==> config.mk <==
export PLATFORM = sky130hd
export DESIGN_NAME = keypad_time_entry_flat
export DESIGN_NICKNAME = d
export VERILOG_FILES = /design/src/rtl/keypad_time_entry_if.sv /design/src/rtl/keypad_time_entry.sv /design/src/flat_wrapper.sv
export SDC_FILE = /design/constraint.sdc
export NUM_CORES = 1
export LEC_CHECK = 0
export CAP_MARGIN = 15
export CORE_MARGIN = 3
export CORE_UTILIZATION = 52
export CTS_CLUSTER_DIAMETER = 40
export CTS_CLUSTER_SIZE = 14
export DETAILED_ROUTE_END_ITERATION = 16
export GPL_TIMING_DRIVEN = 0
export PLACE_DENSITY = 0.9
export SETUP_SLACK_MARGIN = 0.3
export SLEW_MARGIN = 0
export SYNTH_ARGS = -nofsm -noshare
export SYNTH_HDL_FRONTEND = slang
export SYNTH_SLANG_ARGS = --single-unit
==> constraint.sdc <==
create_clock -name clk -period 3.1 [get_ports clk]
set_clock_uncertainty 0.1 [all_clocks]
set_input_delay 0.62 -clock clk [delete_from_list [all_inputs] [get_ports clk]]
set_output_delay 0.62 -clock clk [all_outputs]
set_load 0.05 [all_outputs]
==> src/rtl/keypad_time_entry_if.sv <==
// Keypad entry bus: raw keypad/encoder inputs and control from the controller,
// MM:SS BCD entry buffer and status back to the cook-timer load path.
interface keypad_time_entry_if;
  logic [9:0] keypad;
  logic [3:0] digit;
  logic       entry_enable;
  logic       clear;
  logic [3:0] min_tens;
  logic [3:0] min_ones;
  logic [3:0] sec_tens;
  logic [3:0] sec_ones;
  logic [2:0] digit_count;
  logic       entry_full;
  logic       time_valid;
  logic       key_accepted;

  modport master (
    output keypad, digit, entry_enable, clear,
    input  min_tens, min_ones, sec_tens, sec_ones,
    input  digit_count, entry_full, time_valid, key_accepted
  );

  modport slave (
    input  keypad, digit, entry_enable, clear,
    output min_tens, min_ones, sec_tens, sec_ones,
    output digit_count, entry_full, time_valid, key_accepted
  );
endinterface

==> src/rtl/keypad_time_entry.sv <==
// Debounces the raw keypad, captures one digit per physical press and shifts
// accepted digits into a 4-digit BCD MM:SS entry buffer.
module keypad_time_entry #(
  parameter int unsigned DEBOUNCE_CYCLES = 4
) (
  input  logic                clk,
  input  logic                rst_n,
  keypad_time_entry_if.slave  kp_if
);

  localparam logic [7:0] LP_CNT_LAST = 8'(DEBOUNCE_CYCLES - 1);

  typedef enum logic [1:0] {
    IDLE,
    DEBOUNCE,
    WAIT_RELEASE
  } state_t;

  state_t     r_state, w_state_nxt;
  logic [7:0] r_cnt, w_cnt_nxt;
  logic [9:0] r_pattern, w_pattern_nxt;
  logic       w_valid;
  logic       w_capture;
  logic       w_shift;

  logic [3:0] r_min_tens, r_min_ones, r_sec_tens, r_sec_ones;
  logic [2:0] r_count;
  logic       r_accepted;

  // Exactly one line asserted: nonzero and clearing the lowest set bit leaves zero.
  assign w_valid = (kp_if.keypad != '0) &&
                   ((kp_if.keypad & (kp_if.keypad - 10'd1)) == '0);

  // NOTE: sequential state is updated with non-blocking assignments only, so
  // every register samples the pre-edge values regardless of process order.
  always_ff @(posedge clk or negedge rst_n) begin
    if (!rst_n) begin
      r_state   <= IDLE;
      r_cnt     <= '0;
      r_pattern <= '0;
    end else begin
      r_state   <= w_state_nxt;
      r_cnt     <= w_cnt_nxt;
      r_pattern <= w_pattern_nxt;
    end
  end

  // NOTE: every output of this block gets a default first so no path can
  // leave it unassigned and infer a latch.
  always_comb begin
    w_state_nxt   = r_state;
    w_cnt_nxt     = r_cnt;
    w_pattern_nxt = r_pattern;
    w_capture     = 1'b0;
    unique case (r_state)
      IDLE: begin
        if (w_valid) begin
          w_pattern_nxt = kp_if.keypad;
          w_cnt_nxt     = '0;
          w_state_nxt   = DEBOUNCE;
        end
      end
      DEBOUNCE: begin
        if (kp_if.keypad == r_pattern) begin
          if (r_cnt == LP_CNT_LAST) begin
            w_capture   = 1'b1;
            w_cnt_nxt   = '0;
            w_state_nxt = WAIT_RELEASE;
          end else begin
            w_cnt_nxt = r_cnt + 8'd1;
          end
        end else begin
          w_cnt_nxt   = '0;
          w_state_nxt = IDLE;
        end
      end
      WAIT_RELEASE: begin
        // Any nonzero keypad restarts the release window; a held key never recaptures.
        if (kp_if.keypad == '0) begin
          if (r_cnt == LP_CNT_LAST) begin
            w_cnt_nxt   = '0;
            w_state_nxt = IDLE;
          end else begin
            w_cnt_nxt = r_cnt + 8'd1;
          end
        end else begin
          w_cnt_nxt = '0;
        end
      end
      default: begin
        w_cnt_nxt   = '0;
        w_state_nxt = IDLE;
      end
    endcase
  end

  // Leading zeros are dropped so an empty buffer never starts with 0.
  assign w_shift = w_capture && kp_if.entry_enable && !kp_if.clear &&
                   (r_count != 3'd4) &&
                   !((r_count == 3'd0) && (kp_if.digit == 4'd0));

  always_ff @(posedge clk or negedge rst_n) begin
    if (!rst_n) begin
      r_min_tens <= '0;
      r_min_ones <= '0;
      r_sec_tens <= '0;
      r_sec_ones <= '0;
      r_count    <= '0;
      r_accepted <= 1'b0;
    end else begin
      r_accepted <= w_shift;
      if (kp_if.clear) begin
        r_min_tens <= '0;
        r_min_ones <= '0;
        r_sec_tens <= '0;
        r_sec_ones <= '0;
        r_count    <= '0;
      end else if (w_shift) begin
        r_min_tens <= r_min_ones;
        r_min_ones <= r_sec_tens;
        r_sec_tens <= r_sec_ones;
        r_sec_ones <= kp_if.digit;
        r_count    <= r_count + 3'd1;
      end
    end
  end

  assign kp_if.min_tens     = r_min_tens;
  assign kp_if.min_ones     = r_min_ones;
  assign kp_if.sec_tens     = r_sec_tens;
  assign kp_if.sec_ones     = r_sec_ones;
  assign kp_if.digit_count  = r_count;
  assign kp_if.entry_full   = (r_count == 3'd4);
  assign kp_if.time_valid   = (r_count != 3'd0);
  assign kp_if.key_accepted = r_accepted;

endmodule

==> src/flat_wrapper.sv <==
// flat-port wrapper written by rule: the top's interface ports become plain ports
module keypad_time_entry_flat 
#(
  parameter int unsigned DEBOUNCE_CYCLES = 4
)
  (clk, rst_n, kp_if_keypad, kp_if_digit, kp_if_entry_enable, kp_if_clear, kp_if_min_tens, kp_if_min_ones, kp_if_sec_tens, kp_if_sec_ones, kp_if_digit_count, kp_if_entry_full, kp_if_time_valid, kp_if_key_accepted);
  keypad_time_entry_if kp_if_i ();
  input  logic clk;
  input  logic rst_n;
  input wire logic [$bits(kp_if_i.keypad)-1:0] kp_if_keypad;
  input wire logic [$bits(kp_if_i.digit)-1:0] kp_if_digit;
  input wire logic [$bits(kp_if_i.entry_enable)-1:0] kp_if_entry_enable;
  input wire logic [$bits(kp_if_i.clear)-1:0] kp_if_clear;
  output wire logic [$bits(kp_if_i.min_tens)-1:0] kp_if_min_tens;
  output wire logic [$bits(kp_if_i.min_ones)-1:0] kp_if_min_ones;
  output wire logic [$bits(kp_if_i.sec_tens)-1:0] kp_if_sec_tens;
  output wire logic [$bits(kp_if_i.sec_ones)-1:0] kp_if_sec_ones;
  output wire logic [$bits(kp_if_i.digit_count)-1:0] kp_if_digit_count;
  output wire logic [$bits(kp_if_i.entry_full)-1:0] kp_if_entry_full;
  output wire logic [$bits(kp_if_i.time_valid)-1:0] kp_if_time_valid;
  output wire logic [$bits(kp_if_i.key_accepted)-1:0] kp_if_key_accepted;
  assign kp_if_i.keypad = kp_if_keypad;
  assign kp_if_i.digit = kp_if_digit;
  assign kp_if_i.entry_enable = kp_if_entry_enable;
  assign kp_if_i.clear = kp_if_clear;
  assign kp_if_min_tens = kp_if_i.min_tens;
  assign kp_if_min_ones = kp_if_i.min_ones;
  assign kp_if_sec_tens = kp_if_i.sec_tens;
  assign kp_if_sec_ones = kp_if_i.sec_ones;
  assign kp_if_digit_count = kp_if_i.digit_count;
  assign kp_if_entry_full = kp_if_i.entry_full;
  assign kp_if_time_valid = kp_if_i.time_valid;
  assign kp_if_key_accepted = kp_if_i.key_accepted;
  keypad_time_entry #(.DEBOUNCE_CYCLES(DEBOUNCE_CYCLES)) u_core (.clk(clk), .rst_n(rst_n), .kp_if(kp_if_i));
endmodule
## Word-level counts from Yosys, hierarchy flattened

Cells that the tools add are included.

- $add $sub $neg: 3
- Equality and inequality tests: 10
- Multiplexer cells: 24
- Bitwise logic cells: 1
- Reduce and logical (&&, ||, !) cells: 18

Operators with widths:

| cell | count |
|---|---|
| 4-bit two-way mux | 8 |
| 8-bit two-way mux | 4 |
| 8-bit one-hot mux with 3 select lines | 1 |
| 10-bit logical NOT | 2 |
| 10-bit AND | 1 |
| 10-bit equality test | 1 |
| 2-bit two-way mux | 5 |
| 10-bit nonzero test | 1 |
| 10-bit by 1-bit subtractor with 10-bit output, second input constant | 1 |
| 8-bit by 1-bit adder with 8-bit output, second input constant | 1 |
| 8-bit by 2-bit equality test with 1-bit output, second input constant | 1 |
| 1-bit logical AND | 6 |
| 3-bit two-way mux | 2 |
| 2-bit by 1-bit != test with 1-bit output, second input constant | 3 |
| 3-bit != test, second input constant | 2 |
| 2-bit one-hot mux with 3 select lines | 1 |
| 4-bit logical NOT | 1 |
| 4-bit AND reduction | 1 |
| 3-bit by 1-bit adder with 3-bit output, second input constant | 1 |
| 3-bit equality test, second input constant | 1 |
| 3-bit logical NOT | 1 |
| 1-bit two-way mux | 3 |
| 3-bit nonzero test | 1 |
| 2-bit by 1-bit equality test with 1-bit output, second input constant | 1 |
| other kinds (5) | 6 |

- Flip-flop bits (word level): 40
- Input bits: 18
- Output and inout port bits: 22
- Word-level logic and storage cells: 65

## Depth between registers and ports, before layout

Gate-level depths: netlist of run 1.

- Depth in word-level cells: 10
- Mapped depth: 10
- Depth with buffers taken out: 7

## Worst setup path before layout of run 1

Ideal clock, no wire load.

- Path type: input to register
- Start point: input port kp_if_keypad[1]
- End point: register u_core.r_pattern[0]
- Library setup time: 0.125 ns
- Data arrival time: 2.541 ns
- Data required time: 2.875 ns
- Slack: 0.334 ns
- Cell stages on the path: 7
- Path buffers: 2
- Cells stage by stage: or4_1 buf_2 maj3_2 o31a_1 nor3b_2 buf_4 mux2_2

- Longest elaborated chain between the ends: 5
- Elaborated cells on any way between the ends: 6
- Classes of those cells: 1 x add/sub; 1 x bitwise; 4 x reduce/logical

RTL lines:

| what | line | text |
|---|---|---|
| from (decl) | flat_wrapper.sv:10 | `input wire logic [$bits(kp_if_i.keypad)-1:0] kp_if_keypad;` |
| 10-bit by 1-bit subtractor with 10-bit output | keypad_time_entry.sv:32 | `((kp_if.keypad & (kp_if.keypad - 10'd1)) == '0);` |
| 10-bit AND | keypad_time_entry.sv:32 |  |
| 10-bit logical NOT | keypad_time_entry.sv:32 |  |
| 1-bit logical AND * | keypad_time_entry.sv:31 | `assign w_valid = (kp_if.keypad != '0) &&` |
| 2-bit AND reduction (no source line) * | - |  |
| to (signal assigned) | keypad_time_entry.sv:44 | `r_pattern <= w_pattern_nxt;` |
| to (decl) | keypad_time_entry.sv:21 | `logic [9:0] r_pattern, w_pattern_nxt;` |

Mark *: on every way between the ends. The rest lies on a longest branch, timed or not.
A chain may end at the register's enable or synchronous reset.

## Worst setup path in the final report of run 1

- Start point: input port kp_if_keypad[1]
- End point: register u_core.r_pattern[3]

Same word-level chain as after synthesis.

==> flow_summary.yaml, run 1 <==
worst_setup_path:
  slowest_stage: "or4_4"
  crit_fanout: 6
  worst-path-buf-inv: 3
  cpPeakStageDelay_ns: 0.53
  required_ns: 3.19
  cp-start-kind: "input pin"
  worstPathArrival_ns: 2.83
  crit_chain: "buf_2, or4_4, buf_6, maj3_2, o31a_1, nor3b_2, buf_4, mux2_2"
  cp-end-kind: "register"
  critPathKind: "input pin to register"
  path_delay_family: "simple AND/OR/NAND/NOR gates"
clock_tree:
  clk_pin_slew_worst_paths_ns: 0.08
  cts_tree: "yes"
  clk_path_buf_depth: 2
  root_buffer: "clkbuf_8"
  cts_made_buffers: 5
  clkSinkCount: 40
  clock_latency_ns: 0.30
  htree_levels: 2
global_routing:
  busiest_layer: "met2"
  grtUsageTotal_pct: 20.93
  grt_first_pass_wirelength_um: 8335
  use_met3_pct: 7.536
  grt_max_degree: 41
  grt_use_met2_pct: 34.00
  met1_usage_pct: 26.88
  gr-total-overflow: 0
  antenna_found_initial: 0
  grt_pass1_vias: 1787
final_layout:
  multi_input_area_mm2: 0.001050
  final_area_mm2: 0.002669
  final.fill_count: 295
  postLayoutCoreUtil_pct: 70.26
  layout-drive-gt1-share_pct: 15.99
  fin_nets: 292
  areaGrowthSynthToFinish_pct: 26.21
  regArea_mm2: 0.001001
  diodes: 0
worst_hold_path:
  hp-class: "input pin to asynchronous set/reset pin"
power_and_ir_drop:
  swShare_pct: 26.91
  leakagePower_uw: 0.001138
  power_switching_uw: 288.6
  pwr-share-comb_pct: 14.9
  internal_power_uw: 783.9
  power_density_mw_per_mm2: 401.9
  irDropWorstVdd_v: 0.0002847
  p_total_uw: 1072
  seqPwrFrac_pct: 52.2
  p_clk_share_pct: 32.9
logic_synthesis:
  yosysWarnings: 0
  yosys.area.top_type: "dfrtp_1"
  ys_top_cells_by_count: "40 x dfrtp_1, 40 x nand2_1, 20 x a21oi_1, 13 x nand3_1, 13 x xnor2_1"
  syn_nets: 245
  synth.distinct_cells: 39
  syn_area_mm2: 0.002115
  ys_seq_elements: 40
  async_reset_ff_share_pct: 100.0
  synth_area_per_cell_um2: 9.568
  synth_top_area_share_pct: 47.34
  ys_top_cells_by_area: "dfrtp_1 47%, nand2_1 7.1%, xnor2_1 5.4%, a21oi_1 4.7%, mux2_2 4.3%"
  ys_seq_area_share_pct: 47.34
  postSynthCellCount: 221
  synth_edf_count: 0
  ys_dominant_reg_cell: "dfrtp_1"
timing:
  period_needed_ns: 2.747
  rsz0062_at_grt: "false"
  setup_viol_count_final: 0
  slew_headroom_pct: 40.91
  worstMarginPinSlew_ns: 0.8863
  max_freq_mhz: 364.1
  slew_viol_final: 0
  min_period_over_period_pct: 88.61
  hold_viol: 0
  worst_slack_ns: 0.3532
floorplanning:
  die_h_um: 69.77
  rows: 22
  start_util_pct: 55.67
  die-area_mm2: 0.004868
  design.core.area_mm2: 0.003799
  ios: 40
  die_w_um: 69.77
outcome:
  status: "completed"
routing:
  ant_nets: 0
  drc_errors: 0
  routedWlPerCell_um: 15.10
  firstDrtPassIters: 4
  vias: 1764
  drt_wl_total_um: 4786
  drt_iter0_drc: 133
  avgViaCountPerCell: 5.565
placement:
  io_buffers: 38
  dpl_cell_area_mm2: 0.002550
  post-place-ws_ns: -0.3163
  gp_congestion: 0.8429
  place_hpwl_um: 3338
run:
  cap_violations: 0
-- layout make-up --
type | instances | area share, %
clock inverters | 2 | 0.6095
plain buffers | 11 | 2.532
inverters | 7 | 0.9845
multi-input cells | 163 | 39.33
repair buffers | 40 | 14.06
flip-flops and latches | 40 | 37.51
well taps | 48 | 2.250
clock buffers | 6 | 2.719
-- per-stage QoR --
step / instances / hold WS [ns] / TNS (ns)
floorplan: 221 / 0.2244 / 0
global placement: 307 / 0.3891 / -5.016
detailed placement: 307 / 0.4153 / -6.707
CTS: 317 / 0.3590 / 0
global route: 317 / 0.4062 / 0
finish: 317 / 0.3285 / 0
-- placed cells by master, fill, tap and decap left out, types with 2 or more instances in the layout --
| cell type | synthesis | routed |
|---|---|---|
| o211ai_1 | 3 | 3 |
| a21bo_1 | 2 | 2 |
| ha_1 | 6 | 6 |
| o21ai_0 | 7 | 7 |
| a21bo_2 | 3 | 3 |
| or2_2 | 3 | 3 |
| clkbuf_2 | 0 | 2 |
| nor3_1 | 5 | 5 |
| nand4_1 | 2 | 2 |
| dfrtp_1 | 40 | 40 |
| buf_2 | 3 | 6 |
| dlymetal6s2s_1 | 0 | 3 |
| nand3_1 | 13 | 13 |
| clkbuf_1 | 6 | 5 |
| buf_4 | 2 | 3 |
| nor2_1 | 10 | 9 |
| buf_6 | 0 | 2 |
| nand2b_1 | 2 | 2 |
| a21oi_1 | 20 | 20 |
| or3_1 | 4 | 4 |
| o31a_1 | 2 | 2 |
| dlygate4sd2_1 | 0 | 2 |
| inv_1 | 7 | 7 |
| nand2_1 | 40 | 40 |
| nor4_1 | 2 | 2 |
| xnor2_1 | 13 | 13 |
| clkbuf_8 | 0 | 5 |
| clkdlybuf4s50_1 | 0 | 28 |
| mux2_2 | 8 | 8 |
-- power by group through the flow --
stage	Clock [µW]	Sequential, µW	Combinational [µW]
final	353	560	160
after global routing	385	563	178
after detailed placement	0	570	159
after floorplan	0	566	103
after global placement	0	568	155
after CTS	359	560	161
-- routing by layer --
metal,share of wire [%],wire length [µm],vias up
li1,-,-,861
met1,44,2097,849
met2,49,2340,51
met3,6.5,311,3
met4,0.79,38,0
met5,0,0,-
-- state kept, by name, summed over array words and instances (netlist names) --
register                   cells
u_core.r_pattern              10
u_core.kp_if.digit_count       3
u_core.kp_if.min_tens          4
u_core.r_state                 2
u_core.kp_if.sec_ones          4
u_core.r_cnt                   8
u_core.kp_if.min_ones          4
u_core.kp_if.key_accepted      1
u_core.kp_if.sec_tens          4
-- repair_timing --
action | CTS | global route
setup buffers | 1 | 0
endpoints found under the setup margin | 30 | 26
pin swaps | 2 | 4
hold buffers | 0 | 0
cloned | 1 | 0
resized for setup | 25 | 6
-- cells by family (layout without fill, tap and decap cells) --
logic type / after synthesis / after routing / synth area share (%)
mux: 11 / 11 / 5.799
flops: 40 / 40 / 47.34
xor+xnor: 13 / 13 / 5.385
buf+inv: 18 / 66 / 3.728
simple gates: 87 / 87 / 19.47
compound gates: 44 / 44 / 13.73
fa+ha+maj: 8 / 8 / 4.556
-- final timing paths --
path	to	start	depth (start not counted)	slack, ns
max	u_core.r_pattern[3]	kp_if_keypad[1]	8	0.35
min	u_core.r_pattern[5]	rst_n	1	0.33
max reg2reg	u_core.kp_if.sec_tens[1]	u_core.r_cnt[3]	8	0.42
min reg2reg	u_core.r_cnt[0]	u_core.r_cnt[0]	1	0.42
max in group asynchronous	u_core.r_cnt[6]	rst_n	1	2.01
min in group clk	u_core.r_cnt[0]	u_core.r_cnt[0]	1	0.42
Note: power is estimated with default switching activity, not from simulation.
==> run 2: changes to the inputs <==
--- a/config.mk
+++ b/config.mk
@@ -18,3 +18,4 @@
 export SYNTH_ARGS = -nofsm -noshare
 export SYNTH_HDL_FRONTEND = slang
 export SYNTH_SLANG_ARGS = --single-unit
+export TNS_END_PERCENT = 100
==> results of run 2 <==
The final DEF is identical to that of run 1; final timing and power are the same.
==> run 3: changes to the inputs <==
--- a/config.mk
+++ b/config.mk
@@ -7,12 +7,14 @@
 export LEC_CHECK = 0
 export CAP_MARGIN = 15
 export CORE_MARGIN = 3
-export CORE_UTILIZATION = 52
+export CORE_UTILIZATION = 54
+export CTS_BUF_LIST = sky130_fd_sc_hd__clkbuf_4 sky130_fd_sc_hd__clkbuf_8
 export CTS_CLUSTER_DIAMETER = 40
 export CTS_CLUSTER_SIZE = 14
 export DETAILED_ROUTE_END_ITERATION = 16
+export GPL_ROUTABILITY_DRIVEN = 0
 export GPL_TIMING_DRIVEN = 0
-export PLACE_DENSITY = 0.9
+export PLACE_DENSITY = 0.92
 export SETUP_SLACK_MARGIN = 0.3
 export SLEW_MARGIN = 0
 export SYNTH_ARGS = -nofsm -noshare
==> run 3 against run 2 <==
- utilization is 2.9 points higher
- combinational power barely moved
- final cell count up 0.32%
- die area down 3.4%
- register-to-register slack lost 0.02 ns
- clock-buffer cell count fell by 1
- flip-flop and latch count is the same
- critical path depth stayed put
- routed wire length shrank 1.5%
- setup slack got worse by 0.043 ns
- design area increased by 1.8%
- critical path type unchanged
- largest power group unchanged
==> flow_summary.yaml, run 3 (synthesis gave the netlist of run 1 again) <==
worst_setup_path:
  rr_worst_depth: 8
  cp-start-kind: "input pin"
  critPathCapture: "u_core.r_pattern[4]"
  r2r_end: "u_core.kp_if.sec_tens[3]"
  crit_fanout: 6
  cp-end-kind: "register"
  crit_start: "kp_if_keypad[1]"
  critPathKind: "input pin to register"
  required_ns: 3.18
  r2r-start: "u_core.r_cnt[3]"
  worstPathArrival_ns: 2.87
  rrSetupSlack_ns: 0.40
power_and_ir_drop:
  swShare_pct: 24.91
  leakagePower_uw: 0.001173
  p_total_uw: 1148
  p_clk_share_pct: 37.1
  power_density_mw_per_mm2: 422.6
  irDropWorstVdd_v: 0.0004072
  power_switching_uw: 286.1
  internal_power_uw: 862.2
  pwr-share-comb_pct: 14.2
  seqPwrFrac_pct: 48.7
timing:
  slew_headroom_pct: 42.74
  rsz0062_at_grt: "false"
  holdWs_ns: 0.3285
  fin_tns_setup_ns: 0
  worstMarginPinSlew_ns: 0.8589
  slew_viol_final: 0
  period_needed_ns: 2.790
  max_freq_mhz: 358.4
  min_period_over_period_pct: 90.00
  setup_viol_count_final: 0
  hold_viol: 0
clock_tree:
  root_buffer: "clkbuf_8"
  cts_made_buffers: 5
  clk_pin_slew_worst_paths_ns: 0.08
  clock_latency_ns: 0.29
  clkSinkCount: 40
  htree_levels: 2
  clk_path_buf_depth: 2
  cts_hold_buf: 0
  cts_tree: "yes"
routing:
  drt_iter0_drc: 144
  ant_nets: 0
  drc_errors: 0
  routedWlPerCell_um: 14.83
  avgViaCountPerCell: 5.547
  drt_wl_total_um: 4715
  firstDrtPassIters: 5
  vias: 1764
placement:
  dp_cells: 307
  place_hpwl_um: 3236
  dpl_cell_area_mm2: 0.002550
  io_buffers: 38
outcome:
  status: "completed"
final_layout:
  final_area_mm2: 0.002718
  largest_reg_flops: 10
  diodes: 0
  regMostFlops: "u_core.r_pattern"
  fin_nets: 293
  layout-drive-gt1-share_pct: 16.67
  top_regs: "u_core.r_pattern x10, u_core.r_cnt x8"
  layout.cells.non_filler: 318
  areaGrowthSynthToFinish_pct: 28.52
  final_cell_mix: "40 x nand2_1, 40 x dfrtp_1, 28 x clkdlybuf4s50_1"
global_routing:
  grt_use_met2_pct: 38.26
  busiest_layer: "met2"
  use_met3_pct: 5.997
  gr-total-overflow: 0
  met1_usage_pct: 26.55
  grtUsageTotal_pct: 21.92
  grt_pass1_vias: 1713
  antenna_found_initial: 0
  grt_max_degree: 41
  grt_first_pass_wirelength_um: 7700
floorplanning:
  ios: 40
  die-area_mm2: 0.004703
  die_w_um: 68.58
  design.core.area_mm2: 0.003716
  die_h_um: 68.58
  rows: 22
  start_util_pct: 56.90
run:
  cap_violations: 0
worst_hold_path:
  hp-class: "input pin to asynchronous set/reset pin"
[run 3: critical path, stage by stage]
cell and delay (ns):
dlygate4sd2_1 0.28, or4_4 0.43, buf_6 0.15, maj3_2 0.30, o31a_1 0.29, nor3b_2 0.26, buf_4 0.20, mux2_2 0.35
[run 3: power by group through the flow]
stage	combinational, µW	clock [µW]	sequential [µW]
after global placement	155	0	568
after floorplan	103	0	566
final	163	426	560
after CTS	162	432	560
after detailed placement	160	0	570
after global routing	182	451	562
[run 3: cell type report]
cell class              instances  area [µm²]
plain buffers                  11       67.56
clock buffers                   5       68.82
clock inverters                 3       42.54
fillers                       272       998.5
inverters                       7       26.28
multi-input cells             163        1057
flip-flops and latches         40        1001
well taps                      48       60.06
repair buffers                 41       394.1
[run 3: per-layer routing]
layer	wire [µm]	vias to the layer above
li1	-	861
met1	2006	829
met2	2359	67
met3	305	7
met4	43	0
met5	0	-
[run 3: worst min-delay path by stage]
stage                                             end                start  slack (ns)  cells after the start
final                             u_core.r_pattern[5]                rst_n        0.33                      1
after global routing              u_core.r_pattern[4]                rst_n        0.40                      1
after CTS                         u_core.r_pattern[5]                rst_n        0.37                      1
after detailed placement          u_core.r_pattern[8]  u_core.r_pattern[8]        0.40                      1
after global placement            u_core.r_pattern[9]  u_core.r_pattern[9]        0.39                      1
after floorplan           u_core.kp_if.digit_count[0]                rst_n        0.22                      0
[run 3: repair_timing]
| action | in CTS | in global routing |
|---|---|---|
| endpoints found under the setup margin | 30 | 24 |
| gates cloned | 1 | 0 |
| gates resized for setup | 22 | 8 |
| setup buffers | 1 | 1 |
| pin swaps | 4 | 3 |
[run 3: metrics by stage]
stage	utilization, %	setup slack, ns
after floorplan	-	0.3340
after detailed placement	68.62	-0.3105
after global routing	73.13	0.2555
after CTS	72.49	0.3094
after global placement	68.75	-0.2531
final	73.13	0.3099
